$ cat src/rtl/cpu_pkg.sv
// Shared definitions for the 24-bit CPU: instruction layout, opcodes and the
// fetch-stage state encoding.
package cpu_pkg;

   localparam int INSTR_W   = 24;
   localparam int OPCODE_HI = 23;
   localparam int OPCODE_LO = 20;
   localparam int OPCODE_W  = OPCODE_HI - OPCODE_LO + 1;

   localparam logic [OPCODE_W-1:0] OP_RTYPE = 4'b0110;
   localparam logic [OPCODE_W-1:0] OP_ADDI  = 4'b0001;
   localparam logic [OPCODE_W-1:0] OP_LW    = 4'b0010;
   localparam logic [OPCODE_W-1:0] OP_SW    = 4'b0011;
   localparam logic [OPCODE_W-1:0] OP_BEQ   = 4'b0100;

   localparam logic [INSTR_W-1:0] NOP_INSTR = '0;

   typedef enum logic [1:0] {
      IDLE  = 2'd0,
      FETCH = 2'd1,
      HOLD  = 2'd2
   } fetchState_t;

   function automatic logic [OPCODE_W-1:0] opcodeOf(input logic [INSTR_W-1:0] instr);
      return instr[OPCODE_HI:OPCODE_LO];
   endfunction

endpackage

$ cat src/rtl/ifu_next_pc.sv
// Next-PC selection for the fetch stage: jump, taken branch, or sequential.
// All arithmetic wraps modulo 2^ADDR_W.
module ifu_next_pc
   import cpu_pkg::*;
#(
   parameter int ADDR_W = 24
) (
   input  logic [ADDR_W-1:0] pc,
   input  logic              jump,
   input  logic              branch,
   input  logic              zero,
   input  logic [15:0]       branchOff,
   input  logic [19:0]       jumpTarget,
   output logic [ADDR_W-1:0] nextPc
);

   logic [ADDR_W-1:0] pcPlus1;
   logic [ADDR_W-1:0] branchPc;
   logic [ADDR_W-1:0] jumpPc;

   assign pcPlus1  = pc + {{(ADDR_W-1){1'b0}}, 1'b1};
   assign branchPc = pcPlus1 + {{(ADDR_W-16){branchOff[15]}}, branchOff};

   // Jump keeps the upper region of the sequential PC and replaces the low 20 bits.
   if (ADDR_W > 20) begin : gJumpWide
      assign jumpPc = {pcPlus1[ADDR_W-1:20], jumpTarget};
   end else begin : gJumpNarrow
      assign jumpPc = jumpTarget;
   end

   always_comb begin
      nextPc = pcPlus1;
      if (jump) begin
         nextPc = jumpPc;
      end else if (branch && zero) begin
         nextPc = branchPc;
      end
   end

endmodule

$ cat src/rtl/instr_fetch_unit.sv
// Multi-cycle instruction fetch stage with req/ack memory handshake.
// Optional fetch watchdog enabled by defining IFU_FETCH_TIMEOUT_EN.
//
// state | meaning
// IDLE  | one cycle after reset before the first request
// FETCH | request outstanding at IMemAddr = PC, waiting for ack
// HOLD  | instruction latched and valid; held while Stall is high
module instr_fetch_unit
   import cpu_pkg::*;
#(
   parameter int                ADDR_W      = 24,
   parameter logic [ADDR_W-1:0] RESET_PC    = '0,
   parameter int                TIMEOUT_CYC = 16
) (
   input  logic                Clock,
   input  logic                Reset,
   output logic [ADDR_W-1:0]   IMemAddr,
   output logic                IMemReq,
   input  logic                IMemAck,
   input  logic [INSTR_W-1:0]  IMemData,
   input  logic                Stall,
   input  logic                Jump,
   input  logic                Branch,
   input  logic                Zero,
   input  logic [15:0]         BranchOff,
   input  logic [19:0]         JumpTarget,
   output logic [INSTR_W-1:0]  Instr,
   output logic [OPCODE_W-1:0] OPCODE,
   output logic                InstrValid,
   output logic [ADDR_W-1:0]   PC,
   output logic                FetchErr
);

   if (ADDR_W < 20 || TIMEOUT_CYC < 1) begin : gParamCheck
      $error("instr_fetch_unit: ADDR_W must be >= 20 and TIMEOUT_CYC >= 1");
   end

   fetchState_t        state, nextState;
   logic [ADDR_W-1:0]  pcReg, nextPc;
   logic [INSTR_W-1:0] instrReg;
   logic               instrValidReg;
   logic               imemReqReg;
   logic               ackTake, timeoutHit, advance, timeoutNow;

   ifu_next_pc #(.ADDR_W(ADDR_W)) uNextPc (
      .pc         (pcReg),
      .jump       (Jump),
      .branch     (Branch),
      .zero       (Zero),
      .branchOff  (BranchOff),
      .jumpTarget (JumpTarget),
      .nextPc     (nextPc)
   );

   always_comb begin
      nextState  = state;
      ackTake    = 1'b0;
      timeoutHit = 1'b0;
      advance    = 1'b0;
      case (state)
         IDLE: nextState = FETCH;
         FETCH: begin
            if (IMemAck) begin
               ackTake   = 1'b1;
               nextState = HOLD;
            end else if (timeoutNow) begin
               timeoutHit = 1'b1;
               nextState  = HOLD;
            end
         end
         HOLD: begin
            if (!Stall) begin
               advance   = 1'b1;
               nextState = FETCH;
            end
         end
         default: nextState = IDLE;
      endcase
   end

   always_ff @(posedge Clock or posedge Reset) begin
      if (Reset) begin
         state         <= IDLE;
         pcReg         <= RESET_PC;
         instrReg      <= '0;
         instrValidReg <= 1'b0;
         imemReqReg    <= 1'b0;
      end else begin
         state      <= nextState;
         imemReqReg <= (nextState == FETCH);
         if (ackTake) begin
            instrReg      <= IMemData;
            instrValidReg <= 1'b1;
         end else if (timeoutHit) begin
            instrReg      <= NOP_INSTR;
            instrValidReg <= 1'b1;
         end
         if (advance) begin
            pcReg         <= nextPc;
            instrValidReg <= 1'b0;
         end
      end
   end

`ifdef IFU_FETCH_TIMEOUT_EN
   localparam int WD_W = $clog2(TIMEOUT_CYC + 1);
   localparam logic [WD_W-1:0] WD_LOAD = WD_W'(TIMEOUT_CYC - 1);

   logic [WD_W-1:0] wdCnt;
   logic            fetchErrReg;

   // Down-counter reloads outside FETCH, so each fetch gets a fresh budget.
   always_ff @(posedge Clock or posedge Reset) begin
      if (Reset) begin
         wdCnt       <= WD_LOAD;
         fetchErrReg <= 1'b0;
      end else begin
         if (state != FETCH) begin
            wdCnt <= WD_LOAD;
         end else if (wdCnt != '0) begin
            wdCnt <= wdCnt - 1'b1;
         end
         if (timeoutHit) begin
            fetchErrReg <= 1'b1;
         end
      end
   end

   assign timeoutNow = (wdCnt == '0);
   assign FetchErr   = fetchErrReg;
`else
   assign timeoutNow = 1'b0;
   assign FetchErr   = 1'b0;
`endif

   assign IMemAddr   = pcReg;
   assign IMemReq    = imemReqReg;
   assign PC         = pcReg;
   assign Instr      = instrReg;
   assign OPCODE     = opcodeOf(instrReg);
   assign InstrValid = instrValidReg;

endmodule

$ cat config.mk
export PLATFORM = sky130hd
export DESIGN_NAME = instr_fetch_unit
export DESIGN_NICKNAME = d
export VERILOG_FILES = /design/src/rtl/cpu_pkg.sv /design/src/rtl/ifu_next_pc.sv /design/src/rtl/instr_fetch_unit.sv
export SDC_FILE = /design/constraint.sdc
export NUM_CORES = 1
export LEC_CHECK = 0
export CORE_AREA = 2 2 115 106
export CTS_CLUSTER_SIZE = 14
export DETAILED_ROUTE_END_ITERATION = 8
export DIE_AREA = 0 0 117 108
export MAX_ROUTING_LAYER = met4
export PLACE_DENSITY = 0.7
export SLEW_MARGIN = 20
export SYNTH_ARGS = -nofsm -noshare
export SYNTH_HDL_FRONTEND = slang
export SYNTH_SLANG_ARGS = --single-unit
$ cat constraint.sdc
create_clock -name Clock -period 4.2 [get_ports Clock]
set_clock_uncertainty 0.05 [all_clocks]
set_input_delay 0.42 -clock Clock [delete_from_list [all_inputs] [get_ports Clock]]
set_output_delay 0.42 -clock Clock [all_outputs]
set_load 0.005 [all_outputs]
==> results.md <==
- GRT Util Overall: 21.7%
- Number of global-route vias before repair: 3994
- Wire per inst: 17.6 um
- Sequential share of the synthesized area: 29.7%
- Worst hold path class: flop to flop
- Initial Util: 38.6%
- Reg-to-Reg End: IMemAddr[23]
- Cts repair resizes: 0
- Max clock buf depth: 2
- Number of remaining DRC errors: 0
- Core box area: 0.0113 mm^2
- WL met1: 5860 um
- Cells after Synth: 492
- Worst-Skew Late Latency: around 0.29 ns
- TritonCTS Buffers: 5
- DRT Pass-1 Iters: 4
- FMAX: 260 MHz
- Die area: ~0.013 mm^2
- Synthesized cell area: 0.00438 mm^2
- Top Metal Used: met4
- Crit-path max FO: 8
- Total wire length: 13400 um
- Clock slew at reported path FFs: approximately 0.070 ns
- Root Buffer: clkbuf_16
- RSZ-0062 raised after global routing: false
- Crit Path Class: flop to flop
- Leak: about 2.5 nW
- R2r worst-path depth: 13
- Reg2Reg Setup Slack: approximately 0.36 ns
- Largest net degree at the start of global routing: 30
- DP Cell Count: 755
- FP Rows: 37
- Setup TNS: 0 ns
- Chip width: ~120 um
- Starting DRT DRC Count: 165
- Final period utilization: 91.5%
- Top FF cell, synth: dfrtp_1
- Share of cells above drive strength 1: roughly a tenth
- Fin. Hold Viols: 0
- Status: finished clean
- HP Start: Instr[3]
- Number of synthesis warnings: 0
- Initial antenna violation count: 0
- HPWL Detailed: 10700 um
- Post-route insts no fill: 763
- Post-CTS Setup Bufs: 0
- Worst slew margin: around 55%
- Remaining Overflow, GRT: 0
- Met3 wire length: 974 um
- Slowest cell on the critical path: dfrtp_1
- Hold EP: Instr[3]
- Via count: roughly 4100
- Final Critical Period: 3.84 ns
- CTS tree: yes
- CP Launch Type: flop
- Post-synthesis net count: just under 600
- Worst VDD drop: roughly 240 uV
- CP endpoint kind: flop
- Yosys cell types: 60
- # H-tree levels: 2
- Synth Register Bits: 52
- # IOs: roughly 150
- Ant diodes: 0
- Crit path required time: 4.33 ns
- Number of port buffers: between 100 and 150
- # setup viols final: 0
- Worst slew pin tran: 0.665 ns
- DR WL met2: 6380 um
- Die span in y: 108 um
- CP peak stage delay: 0.48 ns
- Mapped Avg Cell Area: 8.90 um^2
- Worst R2R Start: IMemAddr[2]
- Post-layout nets: 708
- Via/cell ratio: 5.42
- Max Slew Vio Count: 0
- Post-synth EDFFs: 0
- Synth-to-layout area growth: 36.8%
- GPL Wtd Cong: 0.894
- CTS Hold Buffers Added: 0
- First-pass GRT wire length: ~21000 um
- ANT nets after route: 0
- Ys async rst share: 100%
- Pwr dens: ~690 mW/mm^2
- Critical-path cell list: and4_1, nand4_1, nor2_1, xor2_1, ha_1, a21o_1, a2111oi_2, o21ai_0, buf_4, or3_1, o311ai_4, mux2i_1, a21oi_1
- Critical path arrival: 3.97 ns
- Hold depth: 1
- Sink Count: 52
- Max cap viols: 0
## layout by cell type (no fill, tap or decap), drive strengths merged, types with 4 or more instances in the layout
cell,instances
a31oi,5
and2,6
a21o,13
mux2,27
mux2i,7
nand4,12
a21oi,41
xor2,13
o221ai,4
and4,4
inv,11
or3,6
ha,33
xnor2,24
nor2,31
nand2,35
dfrtp,52
buf,9
and3,9
clkbuf,5
a211oi,9
clkdlybuf4s50,144
o21ai,29
nand3,19
nor3,13
## cell type report
class	instances	area, um^2
Multi-Input combinational cell	384	2750
Timing Repair Buffer	153	1520
Tap cell	156	195
Inverter	11	41.3
Sequential cell	52	1300
Fill cell	1040	5350
Clock inverter	2	60.1
Clock buffer	5	125
## state kept, by name, summed over array words and instances (netlist names)
register,cells
IMemAddr,24
state,2
IMemReq,1
Instr,24
InstrValid,1
## critical path, delay by kind of cell (launching register included)
family                     cells  cell delay, ns
and+or+nand+nor                4            1.27
AOI/OAI and AO/OA              5            0.92
DFF                            1            0.48
adders and majority gates      1            0.37
xor gates and xnor gates       1            0.23
muxes                          1            0.22
buffers and inverters          1            0.19
## power by group
part | switching, mW | internal [mW]
Clock | 0.183 | 0.338
Sequential | 0.270 | 0.743
Combinational | 1.17 | 1.44
Total | 1.63 | 2.52
## Yosys cell counts, drive strengths merged, types with 2 or more instances
cell	count	area (um^2)
nand2b	2	12.5
mux2	27	304
a22oi	2	15.0
nand2	35	134
o21a	3	22.5
clkbuf	14	52.6
and2	6	37.5
o21ai	29	145
a211oi	9	67.6
inv	11	41.3
or2	3	18.8
ha	33	413
a21o	13	100
nor4	2	12.5
o221ai	4	35.0
o22ai	3	18.8
dfrtp	52	1300
xnor2	24	229
or3	6	42.5
a31oi	5	31.3
nand4	12	75.1
a21oi	41	205
nand3b	3	22.5
o21bai	3	22.5
buf	31	233
nor2	31	116
mux2i	7	70.1
xor2	13	114
and4	4	35.0
nand3	19	95.1
a2111oi	3	32.5
o211ai	3	22.5
nor3	13	65.1
and3	9	57.6
## logic make-up after synthesis
family / share of synthesized area (%)
other cells: 0.0857
mux: 8.55
xor+xnor: 7.83
flops: 29.7
compound gates: 19.5
fa+ha+maj: 9.89
simple gates: 16.9
buf+inv: 7.46
## metrics by stage
stage	total power [mW]	hold WS, ns	cell area (um^2)	utilization (%)	setup slack [ns]
final	4.15	0.455	5990	52.8	0.358
after global routing	4.47	0.467	5990	52.8	0.172
after CTS	4.16	0.457	5970	52.7	0.402
after detailed placement	3.62	0.441	5790	51.0	0.413
after global placement	3.57	0.436	5790	51.0	0.507
after floorplan	2.59	0.454	4380	-	0.809
## metal layers
layer	GRT usage (%)	up-vias
li1	-	2012
met1	27.2	1942
met2	36.5	161
met3	3.59	18
met4	5.63	0
met5	-	-
## how the worst max path moves through the flow
stage | startpoint | to | cells after the start
after global routing | IMemAddr[2] | IMemAddr[23] | 13
after CTS | IMemAddr[2] | IMemAddr[23] | 13
after floorplan | IMemAddr[2] | IMemAddr[23] | 13
after detailed placement | IMemAddr[2] | IMemAddr[23] | 13
after global placement | IMemAddr[2] | IMemAddr[23] | 13
final | IMemAddr[2] | IMemAddr[23] | 13
Power figures use the tool's default switching activity.
==> variant (same flow settings) <==
Change the package constant `INSTR_W` from 24 to 32.
--- a/src/rtl/cpu_pkg.sv
+++ b/src/rtl/cpu_pkg.sv
@@ -2,7 +2,7 @@
 // fetch-stage state encoding.
 package cpu_pkg;
 
-   localparam int INSTR_W   = 24;
+   localparam int INSTR_W   = 32;
    localparam int OPCODE_HI = 23;
    localparam int OPCODE_LO = 20;
    localparam int OPCODE_W  = OPCODE_HI - OPCODE_LO + 1;
Interface: changed (resized IMemData and Instr); port bits go from 146 to 162. No check against the original RTL was run, so the function may have changed too.
==> variant against the original RTL <==
  * Clock power is 44% higher
  * Sequential cell count rose by 8
  * Final area grew 7.0%
  * Area after synthesis is 4.3% higher
  * Routed wire length rose by 3.3%
  * Worst setup slack better by 0.042 ns
  * Sequential power rose by 16%
  * Power increased by 5.6%
  * Count of clock-buffer cells in the layout is 5 higher
  * Critical path type unchanged
  * Largest cell class unchanged
  * Highest routed layer unchanged
==> variant: results (changes against the original RTL) <==
| Metric | Value |
|---|---|
| Clkbuf count | 10 (+5) |
| Layout cells sized above 1 | 9.83% (+0.27 points) |
| Clk_lat worst skew | 0.32 ns (+0.03 ns) |
| Nets | 745 (+5.2%) |
| Leakage | 2.68 nW (+8.4%) |
| Register bit total from synthesis | 60 (+15%) |
| Hold path startpoint | Instr[27] |
| Max-slew headroom | 46.2% (-9.1 points) |
| WL per Instance | 17.4 um (-1.2%) |
| Register area share after synthesis | 32.9% (+3.1 points) |
| Detail Placement HPWL | 10700 um (-0.23%) |
| Synthesized instance count | 508 (+3.3%) |
| GRT Overall Usage | 22.5% (+0.79 points) |
| Vias per Instance | 5.35 (-1.3%) |
| Fillers | 1014 (-2.5%) |
| Top Family by Delay on Critical Path | compound AO/OA/AOI/OAI gates |
| Vias in the first global route | 4134 (+3.5%) |
| Synth area leaders | dfrtp_1 33%, ha_1 9.0%, mux2_2 8.1%, xnor2_1 5.0%, buf_4 4.9% |
| DRT Pass-1 Iters | 5 (+1) |
| GP Congestion | 0.973 (+8.9%) |
| Multi-input logic area | 2730 um^2 (-0.59%) |
| #MultiIn Comb | 390 (+1.6%) |
| Sequential cell area share | 23.4% (+1.7 points) |
| Inverters | 10 (-1) |
| Dpl cells | 781 (+3.4%) |
| Final cell count without fillers | 797 (+4.5%) |
| WP data arrival | 3.93 ns (-0.04 ns) |
| TritonCTS Buffers | 9 (+4) |
| Bufs w/o clock | 165 (+7.8%) |
| Clock network area share | 4.72% (+1.6 points) |
| Post-Syn Nets | 617 (+4.0%) |
| Netlist cell types | 56 (-6.7%) |
| Status | complete, no violations |
| Synth cell count leaders | 60 x dfrtp_1, 54 x nand2_1, 35 x a21oi_1, 33 x ha_1, 33 x mux2_2 |
| First-pass GRT wire length | 21500 um (+2.5%) |
| R2r setup slk | 0.40 ns (+0.04 ns) |
| FF-to-FF End | IMemAddr[23] |
| Drt first-iter violations | 228 (+38%) |
| Reg2reg start | IMemAddr[0] |
| Switching share of total power | 37.5% (-1.7 points) |
| Largest net degree at the start of global routing | 42 (+40%) |
| Signal buf overhead | 25.6% (+0.25 points) |
| Worst IR Drop VDD | 0.000234 V (-3.3%) |
variant: cell count changes after synthesis, sizes merged, moves of 5 or more:
cell / delta
nand2: +19
dfrtp: +8
a21oi: -6
mux2: +6
mux2i: -6
a211oi: -5
variant: power groups by stage:
| stage | sequential, mW | combinational (mW) | clock, mW |
|---|---|---|---|
| 2_1_floorplan | 1.11 | 1.47 | 0 |
| 6_report | 1.17 | 2.46 | 0.752 |
| 4_1_cts | 1.17 | 2.46 | 0.766 |
| 3_3_place_gp | 1.15 | 2.41 | 0 |
| 3_5_place_dp | 1.18 | 2.45 | 0 |
| 5_1_grt | 1.21 | 2.71 | 0.796 |
variant: logic make-up after synthesis:
group	share of synthesized area (%)
buf+inv	7.29
other cells	0.0821
simple gates	17.0
fa+ha+maj	9.48
xor+xnor	7.48
compound gates	17.4
flops	32.9
mux	8.36
variant: how the worst min path moves through the flow:
stage               cells past startpoint        end
floorplan                               1   Instr[0]
global placement                        1  Instr[14]
detailed placement                      1  Instr[14]
CTS                                     1  Instr[14]
global route                            1  Instr[14]
finish                                  1  Instr[27]
variant: metrics by stage:
stage | worst slack, ns | util [%] | instance area (um^2) | hold WS (ns)
detailed placement | 0.491 | 53.8 | 6110 | 0.442
floorplan | 0.968 | - | 4570 | 0.454
finish | 0.400 | 56.5 | 6410 | 0.450
global route | 0.116 | 56.5 | 6410 | 0.465
global placement | 0.624 | 53.8 | 6110 | 0.435
CTS | 0.473 | 56.5 | 6410 | 0.454
variant: routing by layer:
| metal | global-route usage (%) | vias to the layer above | wire length [um] |
|---|---|---|---|
| met5 | - | - | 0 |
| met4 | 5.38 | 0 | 142 |
| met3 | 5.44 | 10 | 1200 |
| met2 | 35.5 | 173 | 6500 |
| met1 | 29.4 | 2014 | 6040 |
| li1 | - | 2063 | - |
